**src/rtl/instruction_loader_if.sv**
```systemverilog
// Byte-stream and RAM write-port bundle shared by the instruction loader and its environment.
// The master modport is the loader side; the slave modport is the UART/RAM side.
interface instruction_loader_if #(
    parameter int ADDR_W = 8
);
    logic [7:0]        rx_data;
    logic              rx_valid;
    logic              ram_we;
    logic [ADDR_W-1:0] ram_addr;
    logic [23:0]       ram_data;
    logic              ram_ack;
    logic              busy;
    logic              done;
    logic              error;
    logic [ADDR_W:0]   words_loaded;

    modport master (
        input  rx_data, rx_valid, ram_ack,
        output ram_we, ram_addr, ram_data, busy, done, error, words_loaded
    );

    modport slave (
        output rx_data, rx_valid, ram_ack,
        input  ram_we, ram_addr, ram_data, busy, done, error, words_loaded
    );
endinterface

```
**src/rtl/instruction_loader.sv**
```systemverilog
// Packs framed UART bytes (SYNC, COUNT, 3*N data bytes) into 24-bit words and writes them
// to consecutive instruction-RAM addresses through a we/ack handshake, holding busy meanwhile.
module instruction_loader #(
    parameter int         ADDR_W      = 8,
    parameter logic [7:0] SYNC_BYTE   = 8'hA5,
    parameter int         BASE_ADDR   = 0,
    parameter int         ACK_TIMEOUT = 4
) (
    input logic                  clk,
    input logic                  rst,
    instruction_loader_if.master bus
);
    localparam int                TW   = $clog2(ACK_TIMEOUT + 1);
    localparam logic [ADDR_W-1:0] BASE = BASE_ADDR[ADDR_W-1:0];

    typedef enum logic [2:0] {
        S_IDLE, S_COUNT, S_COLLECT, S_WRITE, S_WAIT_ACK, S_DONE, S_ERROR
    } state_t;

    state_t            state, state_n;
    logic [ADDR_W:0]   count, words_loaded;
    logic [ADDR_W-1:0] ram_addr;
    logic [23:0]       ram_data, word_n;
    logic [15:0]       word_buf;
    logic [1:0]        byte_idx, idx_n;
    logic [7:0]        skid_data;
    logic              skid_full;
    logic [TW-1:0]     timer;
    logic              start, sync_seen, last_word, acked, absorb;
    logic              take_skid, take_rx, store_skid, overrun, word_done;

    always_ff @(posedge clk or posedge rst) begin
        if (rst) state <= S_IDLE;
        else     state <= state_n;
    end

    // NOTE: every variable written here gets a default first, so no path can infer a latch.
    always_comb begin
        sync_seen = bus.rx_valid && (bus.rx_data == SYNC_BYTE);
        start     = sync_seen && (state inside {S_IDLE, S_DONE, S_ERROR});
        last_word = (words_loaded + 1'b1) == count;
        acked     = (state == S_WAIT_ACK) && bus.ram_ack;
        // The ack cycle also absorbs bytes so a continuous byte stream keeps pace with the writes.
        absorb    = (state == S_COLLECT) || (acked && !last_word);
        take_skid = absorb && skid_full;
        take_rx   = absorb && bus.rx_valid && !(take_skid && byte_idx == 2'd2);
        word_n    = {8'h00, word_buf};
        idx_n     = byte_idx;
        if (take_skid) begin
            word_n = {word_n[15:0], skid_data};
            idx_n  = idx_n + 2'd1;
        end
        if (take_rx) begin
            word_n = {word_n[15:0], bus.rx_data};
            idx_n  = idx_n + 2'd1;
        end
        word_done  = absorb && (idx_n == 2'd3);
        store_skid = bus.rx_valid && !take_rx
                     && (state inside {S_COLLECT, S_WRITE, S_WAIT_ACK})
                     && !(acked && last_word);
        overrun    = store_skid && skid_full && !take_skid;

        state_n = state;
        case (state)
            S_IDLE, S_DONE, S_ERROR: begin
                if (start)                state_n = S_COUNT;
                else if (state == S_DONE) state_n = S_IDLE;
            end
            S_COUNT:    if (bus.rx_valid) state_n = S_COLLECT;
            S_COLLECT:  if (word_done)    state_n = S_WRITE;
            S_WRITE:    state_n = overrun ? S_ERROR : S_WAIT_ACK;
            S_WAIT_ACK: begin
                if (overrun)                              state_n = S_ERROR;
                else if (acked)                           state_n = last_word ? S_DONE : S_COLLECT;
                else if (timer == TW'(ACK_TIMEOUT - 1))   state_n = S_ERROR;
            end
            default:    state_n = S_IDLE;
        endcase
    end

    always_ff @(posedge clk or posedge rst) begin
        if (rst) begin
            count        <= '0;
            words_loaded <= '0;
            ram_addr     <= BASE;
            ram_data     <= '0;
            word_buf     <= '0;
            byte_idx     <= '0;
            skid_data    <= '0;
            skid_full    <= 1'b0;
            timer        <= '0;
        end else begin
            if (start) begin
                words_loaded <= '0;
                ram_addr     <= BASE;
                byte_idx     <= '0;
            end
            if (state == S_COUNT && bus.rx_valid) begin
                count    <= (bus.rx_data == 8'd0) ? {1'b1, {ADDR_W{1'b0}}}
                                                  : (ADDR_W + 1)'(bus.rx_data);
                byte_idx <= '0;
            end
            if (absorb) begin
                word_buf <= word_n[15:0];
                byte_idx <= word_done ? 2'd0 : idx_n;
                if (word_done) ram_data <= word_n;
            end
            if (acked) begin
                words_loaded <= words_loaded + 1'b1;
                ram_addr     <= ram_addr + 1'b1;
            end
            if (!(state_n inside {S_COLLECT, S_WRITE, S_WAIT_ACK})) begin
                skid_full <= 1'b0;
            end else if (store_skid) begin
                skid_full <= 1'b1;
                skid_data <= bus.rx_data;
            end else if (take_skid) begin
                skid_full <= 1'b0;
            end
            timer <= (state == S_WAIT_ACK) ? timer + 1'b1 : '0;
        end
    end

    assign bus.ram_we       = (state == S_WRITE);
    assign bus.ram_addr     = ram_addr;
    assign bus.ram_data     = ram_data;
    assign bus.busy         = state inside {S_COUNT, S_COLLECT, S_WRITE, S_WAIT_ACK};
    assign bus.done         = (state == S_DONE);
    assign bus.error        = (state == S_ERROR);
    assign bus.words_loaded = words_loaded;
endmodule

```
**src/flat_wrapper.sv**
```systemverilog
// flat-port wrapper written by rule: the top's interface ports become plain ports
module instruction_loader_flat 
#(
    parameter int         ADDR_W      = 8,
    parameter logic [7:0] SYNC_BYTE   = 8'hA5,
    parameter int         BASE_ADDR   = 0,
    parameter int         ACK_TIMEOUT = 4
)
  (clk, rst, bus_rx_data, bus_rx_valid, bus_ram_ack, bus_ram_we, bus_ram_addr, bus_ram_data, bus_busy, bus_done, bus_error, bus_words_loaded);
  instruction_loader_if #(.ADDR_W(ADDR_W)) bus_i ();
  input logic clk;
  input logic rst;
  input wire logic [$bits(bus_i.rx_data)-1:0] bus_rx_data;
  input wire logic [$bits(bus_i.rx_valid)-1:0] bus_rx_valid;
  input wire logic [$bits(bus_i.ram_ack)-1:0] bus_ram_ack;
  output wire logic [$bits(bus_i.ram_we)-1:0] bus_ram_we;
  output wire logic [$bits(bus_i.ram_addr)-1:0] bus_ram_addr;
  output wire logic [$bits(bus_i.ram_data)-1:0] bus_ram_data;
  output wire logic [$bits(bus_i.busy)-1:0] bus_busy;
  output wire logic [$bits(bus_i.done)-1:0] bus_done;
  output wire logic [$bits(bus_i.error)-1:0] bus_error;
  output wire logic [$bits(bus_i.words_loaded)-1:0] bus_words_loaded;
  assign bus_i.rx_data = bus_rx_data;
  assign bus_i.rx_valid = bus_rx_valid;
  assign bus_i.ram_ack = bus_ram_ack;
  assign bus_ram_we = bus_i.ram_we;
  assign bus_ram_addr = bus_i.ram_addr;
  assign bus_ram_data = bus_i.ram_data;
  assign bus_busy = bus_i.busy;
  assign bus_done = bus_i.done;
  assign bus_error = bus_i.error;
  assign bus_words_loaded = bus_i.words_loaded;
  instruction_loader #(.ADDR_W(ADDR_W), .SYNC_BYTE(SYNC_BYTE), .BASE_ADDR(BASE_ADDR), .ACK_TIMEOUT(ACK_TIMEOUT)) u_core (.clk(clk), .rst(rst), .bus(bus_i));
endmodule
```
**config.mk**
```make
export PLATFORM = sky130hd
export DESIGN_NAME = instruction_loader_flat
export DESIGN_NICKNAME = d
export VERILOG_FILES = /design/src/rtl/instruction_loader_if.sv /design/src/rtl/instruction_loader.sv /design/src/flat_wrapper.sv
export SDC_FILE = /design/constraint.sdc
export NUM_CORES = 1
export LEC_CHECK = 0
export CORE_MARGIN = 8
export CORE_UTILIZATION = 60
export DETAILED_ROUTE_END_ITERATION = 12
export PLACE_DENSITY = 0.85
export SYNTH_ARGS = -nofsm -noshare
export SYNTH_HDL_FRONTEND = slang
export SYNTH_SLANG_ARGS = --single-unit
```
**constraint.sdc**
```tcl
create_clock -name clk -period 6.57 [get_ports clk]
set_input_delay 1.314 -clock clk [delete_from_list [all_inputs] [get_ports clk]]
set_output_delay 1.314 -clock clk [all_outputs]
set_load 0.05 [all_outputs]
```
Yosys cells after proc, flatten, opt, wreduce, memory -nomap -nowiden

Index checks and enable logic that the tools add are counted.

$add $sub $neg: 5
Multipliers: 0
Divide/modulo/power cells: 0
Magnitude comparators: 0
Equal/unequal tests: 15
Shift-type cells: 0
Multiplexer cells: 27
Bitwise gates (word level): 0
Reductions and logical operators: 33

Operators by type and width:

| operator                                                        | count |
|---|---|
| 24-bit two-way mux                                              | 2 |
| 3-bit two-way mux                                               | 9 |
| 9-bit two-way mux                                               | 3 |
| 1-bit logical AND                                               | 16 |
| 8-bit two-way mux                                               | 2 |
| 3-bit by 2-bit == test with 1-bit output, second input constant | 5 |
| 3-bit case mux with 5 select lines                              | 1 |
| 2-bit two-way mux                                               | 7 |
| 3-bit == test, second input constant                            | 4 |
| 3-bit nonzero test                                              | 4 |
| 9-bit by 1-bit adder with 9-bit output, second input constant   | 1 |
| 9-bit == test                                                   | 1 |
| 8-bit by 1-bit adder with 8-bit output, second input constant   | 1 |
| 8-bit == test, second input constant                            | 1 |
| 8-bit zero test                                                 | 1 |
| 1-bit zero test                                                 | 5 |
| 2-bit by 1-bit adder with 2-bit output, second input constant   | 2 |
| 2-bit == test, second input constant                            | 2 |
| 2-bit AND reduction                                             | 2 |
| 4-bit nonzero test                                              | 1 |
| 3-bit by 1-bit adder with 3-bit output, second input constant   | 1 |
| 3-bit by 1-bit == test with 1-bit output, second input constant | 1 |
| 3-bit zero test                                                 | 1 |
| 1-bit two-way mux                                               | 3 |
| other kinds (4)                                                 | 4 |

Register bits after elaboration: 83
Bits in latches: 0
Bits in writable memories: 0
Memory bits (read-only): 0
Input port bits: 12
Logic and storage cells: 90
Memories: 0

Logic depth before layout (Yosys ltp)

Word-level depth: 20
Depth in mapped cells: 11

Worst setup path before layout

Ideal clock, no wire load.

Path type: register -> output
Start: reg u_core.state[1]
End: out bus_error
Data arrival time: 1.950 ns
Setup slack: 3.306 ns
Cell stages (with the launch flop): 4
Cells stage by stage: dfrtp_1 -> clkbuf_1 -> inv_1 -> nor3b_1

Longest elaborated chain between the ends: 1

Ends and longest elaborated chain:

| what                     | RTL line                  | source |
|---|---|---|
| start: declaration       | instruction_loader.sv:20  | `state_t state, state_n;` |
| start signal: assignment | instruction_loader.sv:34  | `else state <= state_n;` |
| 3-bit == test            | instruction_loader.sv:129 | `assign bus.error = (state == S_ERROR);` |
| end: declaration         | flat_wrapper.sv:21        | `output wire logic [$bits(bus_i.error)-1:0] bus_error;` |

No other way between the ends.

Final worst setup path

Start: in bus_rx_valid
End: reg u_core.ram_data[21], in the netlist u_core.bus.ram_data[21]

Longest elaborated chain between the ends: 6
Elaborated cells on any way between the ends: 7
Those cells by class: eq/ne: 1; mux: 2; reduce/logical: 4

Ends and longest elaborated chain:

| what                               | RTL line                  | source |
|---|---|---|
| start: declaration                 | flat_wrapper.sv:14        | `input wire logic [$bits(bus_i.rx_valid)-1:0] bus_rx_valid;` |
| 1-bit logical AND (*) (2 in a row) | instruction_loader.sv:46  | `take_rx = absorb && bus.rx_valid && !(take_skid && byte_idx == 2'd2);` |
| 2-bit two-way mux                  | instruction_loader.sv:53  | `if (take_rx) begin` |
| 2-bit == test                      | instruction_loader.sv:57  | `word_done = absorb && (idx_n == 2'd3);` |
| 1-bit logical AND                  | instruction_loader.sv:57  |  |
| 2-bit AND reduction (no line)      | --                        |  |
| end signal: assignment             | instruction_loader.sv:106 | `if (word_done) ram_data <= word_n;` |
| end: declaration                   | instruction_loader.sv:23  | `logic [23:0] ram_data, word_n;` |

Every way passes the cells marked *; elsewhere a longest branch is shown, timed or not.
A chain may end at the register's enable or synchronous reset.

==> flow_summary.toml <==
[synth]
postSynthRegisterBits = 83
synthTopCellsByCount = "sky130_fd_sc_hd__dfrtp_1 (83), sky130_fd_sc_hd__nand2_1 (44), sky130_fd_sc_hd__o21ai_0 (44)"
synth-async-reset-ratio_pct = 100
yosys.area.top_type_share_pct = 46.1
unique_masters_post_synth = 64
postSynthNetCount = 465
synthMostInstantiatedCell = "sky130_fd_sc_hd__dfrtp_1"
synth-main-ff-cell = "sky130_fd_sc_hd__dfrtp_1"
seq_area_frac_synth_pct = 46.1
synth_edf_count = 0
synth.area.top_cells = "sky130_fd_sc_hd__dfrtp_1 (46%), sky130_fd_sc_hd__o21ai_0 (4.9%), sky130_fd_sc_hd__mux2_1 (4.0%)"
synth_top_cell_by_area = "sky130_fd_sc_hd__dfrtp_1"
ys_warn_count = 0
synthCells = 448
netlist_area_sq_um = 4510
synth.avg_cell_area_sq_um = 10.1

[clock_network]
cts_buffers = 9
post_cts_buffers = 0
hold_buffers = 0
cts.path.max_buffers = 2
post_cts_resize_count = 0
cts_root_buffer = "sky130_fd_sc_hd__clkbuf_8"
cts.clk_slew.worst_paths_ns = 0.09
cts_sinks = 83
cts.htree.levels = 3
clk-insertion-delay-late_ns = 0.36
tritoncts = "done"

[cells_and_area]
post_route_cells_drive_above_1_share_pct = 9.90
multi_input_comb_area_sq_um = 2280
seqCellArea_sq_um = 2080
post_route_insts_no_fill = 594
diodes = 0
fin_nets = 507
fillers = 509
area_delta_synth_final_pct = 17.7

[critical_path]
timing.setup.critical_path_class = "in -> reg"
cpLargestDelayFamily = "simple AND/OR/NAND/NOR gates"
required_ns = 6.81
crit_fanout = 23
crit_buf_inv = 1
timing.critical_path.cells = "clkdlybuf4s50_1 > and3b_1 > o21a_1 > o21ai_0 > nor2_4 > mux2_1"
timing.critical_path.slowest_stage_cell = "sky130_fd_sc_hd__clkdlybuf4s50_1"
critical_path.endpoint_type = "flop"
critical-path-max-stage-delay_ns = 0.96
timing.critical_path.arrival_ns = 4.34
setup.worst_path.start_class = "input port"

[timing]
timing.max_slew.rel_slack_pct = 31.0
rsz0062_at_grt = "false"
fmax_mhz = 244
timing.final.crit_period_ns = 4.10
clock-skew-final_ns = 0.0132
final_max_slew_viol_count = 0
final_hold_viol_count = 0
worst-slew-pin-transition_ns = 1.03
timing.final.crit_share_pct = 62.4
finish_stage_setup_viols = 0
tns_ns = 0

[placement]
gp_congestion = 0.937
cell_count_after_placement = 578
portBuffers = 56
place.detailed.hpwl_mm = 7.63

[die]
fp.dieArea_sq_um = 10500
floorplan.initialDensity_pct = 62.1
die_height_um = 103
core_area_sq_um = 7250
rows = 31
design.portCount = 57
die_w_um = 103

[pwr]
sequential_share_of_power_pct = 33.8
cell_internal_pwr_mw = 1.46
combinationalPowerShare_pct = 52.0
clkPwrFrac_pct = 14.2
ir_worst_vdd_mv = 0.337
power.static_leakage_nw = 2.19
pwr_density_cell_nw_per_um2 = 515
swShare_pct = 46.5
switching_power_of_the_nets_mw = 1.27

[global_route]
grt_usage_pct = 21.7
first_global_vias = 3604
largest_net_degree_at_the_start_of_global_routing = 84
grt_remaining_overflow = 0
grt_pass1_wl_mm = 17.9
number_of_antenna_violations_at_the_first_check_in_global_routing = 0

[route]
wl_met1_mm = 4.87
vias = 3789
detail_route.wl_per_cell_um = 18.6
wl_met3_um = 827
metal2_wl_mm = 5.13
drt_pass1_iterations = 4
per_cell_via_count_in_the_routed_design = 6.38
dr.first_iter.drc_count = 251
drc = 0
detail_route.wirelength_mm = 11.0
drtAntennaViolNets = 0
route.top_layer_used = "met4"

[status]
status = "complete, no violations"

[min_path]
hold_class = "reg -> reg"

[run]
max-cap-violations = 0
[metrics by stage]
step	worst slack [ns]	hold slack, ns	power (mW)	cell area, sq um	utilization (%)
2_1_floorplan	3.12	0.410	1.93	4510	-
3_3_place_gp	2.31	0.426	2.29	5100	70.3
3_5_place_dp	2.14	0.444	2.34	5100	70.3
4_1_cts	2.54	0.457	2.73	5310	73.1
5_1_grt	2.30	0.463	2.88	5310	73.1
6_report	2.47	0.450	2.73	5310	73.1
[final timing paths]
check	endpoint	cells past startpoint	slack, ns	startpoint
worst max-delay path	u_core.bus.ram_data[21]	6	2.47	bus_rx_valid
min in group asynchronous	u_core.word_buf[4]	3	1.62	rst
worst min-delay path	u_core.timer[0]	1	0.45	u_core.timer[0]
max in group asynchronous	u_core.word_buf[0]	3	4.31	rst
worst min register to register	u_core.timer[0]	1	0.45	u_core.timer[0]
worst max register to register	u_core.bus.ram_data[21]	6	2.94	u_core.state[2]
[cells by family after synthesis]
| logic type | after synthesis | synth area share (%) |
|---|---|---|
| and+or+nand+nor | 143 | 17.0 |
| adders and majority gates | 5 | 1.39 |
| xor gates and xnor gates | 16 | 3.11 |
| buffers and inverters | 35 | 3.33 |
| AOI/OAI and AO/OA | 133 | 20.4 |
| DFF | 83 | 46.1 |
| muxes | 33 | 8.69 |
[layer usage]
metal  GRT usage (%)  vias up
li1                -     1744
met1            29.5     1876
met2            33.8      152
met3            3.58       17
met4            8.92        0
met5               0        -
[flip-flops by register name (all words and copies together) (netlist names), 2 cells and up]
signal and count:
u_core.bus.ram_addr 8, u_core.bus.ram_data 24, u_core.bus.words_loaded 9, u_core.byte_idx 2, u_core.count 9, u_core.skid_data 8, u_core.state 3, u_core.timer 3
u_core.word_buf 16
[area by class of cell]
class | instances | share of cell area (%)
Sequential cell | 83 | 39.2
Clock buffer | 10 | 2.59
Timing Repair Buffer | 59 | 11.0
Tap cell | 99 | 2.33
Multi-Input combinational cell | 330 | 43.1
Clock inverter | 6 | 1.34
Inverter | 7 | 0.519
[power groups by stage]
| stage | registers (mW) | logic (mW) | clock network, mW |
|---|---|---|---|
| after floorplan | 1.14 | 0.795 | 0 |
| after global placement | 0.915 | 1.37 | 0 |
| after detailed placement | 0.924 | 1.41 | 0 |
| after CTS | 0.917 | 1.42 | 0.391 |
| after global routing | 0.954 | 1.52 | 0.411 |
| final | 0.924 | 1.42 | 0.387 |
[worst reg2reg max path, cell delays in order, from the launching register on]
cell                      delay (ns)
sky130_fd_sc_hd__dfrtp_1        0.69
sky130_fd_sc_hd__or3b_1         0.49
sky130_fd_sc_hd__nor2_1         0.72
sky130_fd_sc_hd__nor2_1         0.23
sky130_fd_sc_hd__a31o_2         0.36
sky130_fd_sc_hd__nor2_4         0.61
sky130_fd_sc_hd__mux2_1         0.41
[layout by cell type, fill, tap and decap left out, types with 4 or more instances in the layout]
cell                               n
sky130_fd_sc_hd__a2bb2oi_1         8
sky130_fd_sc_hd__and3_1            4
sky130_fd_sc_hd__a32oi_1           8
sky130_fd_sc_hd__mux2_4            6
sky130_fd_sc_hd__nand4_1           5
sky130_fd_sc_hd__clkdlybuf4s50_1  56
sky130_fd_sc_hd__a31oi_1          12
sky130_fd_sc_hd__a22o_1           17
sky130_fd_sc_hd__nand3b_1         12
sky130_fd_sc_hd__nand3_1          15
sky130_fd_sc_hd__inv_1             6
sky130_fd_sc_hd__nand2_1          44
sky130_fd_sc_hd__a21oi_1          16
sky130_fd_sc_hd__mux2_1           16
sky130_fd_sc_hd__nor2_1           25
sky130_fd_sc_hd__o21ai_0          44
sky130_fd_sc_hd__nor3_1            4
sky130_fd_sc_hd__ha_1              5
sky130_fd_sc_hd__xnor2_1           9
sky130_fd_sc_hd__o21a_1            4
sky130_fd_sc_hd__xor2_1            7
sky130_fd_sc_hd__dfrtp_1          83
sky130_fd_sc_hd__mux2_2            9
sky130_fd_sc_hd__clkbuf_8         10
sky130_fd_sc_hd__and2_1            6
No activity file was read; power rests on OpenSTA's default activity.
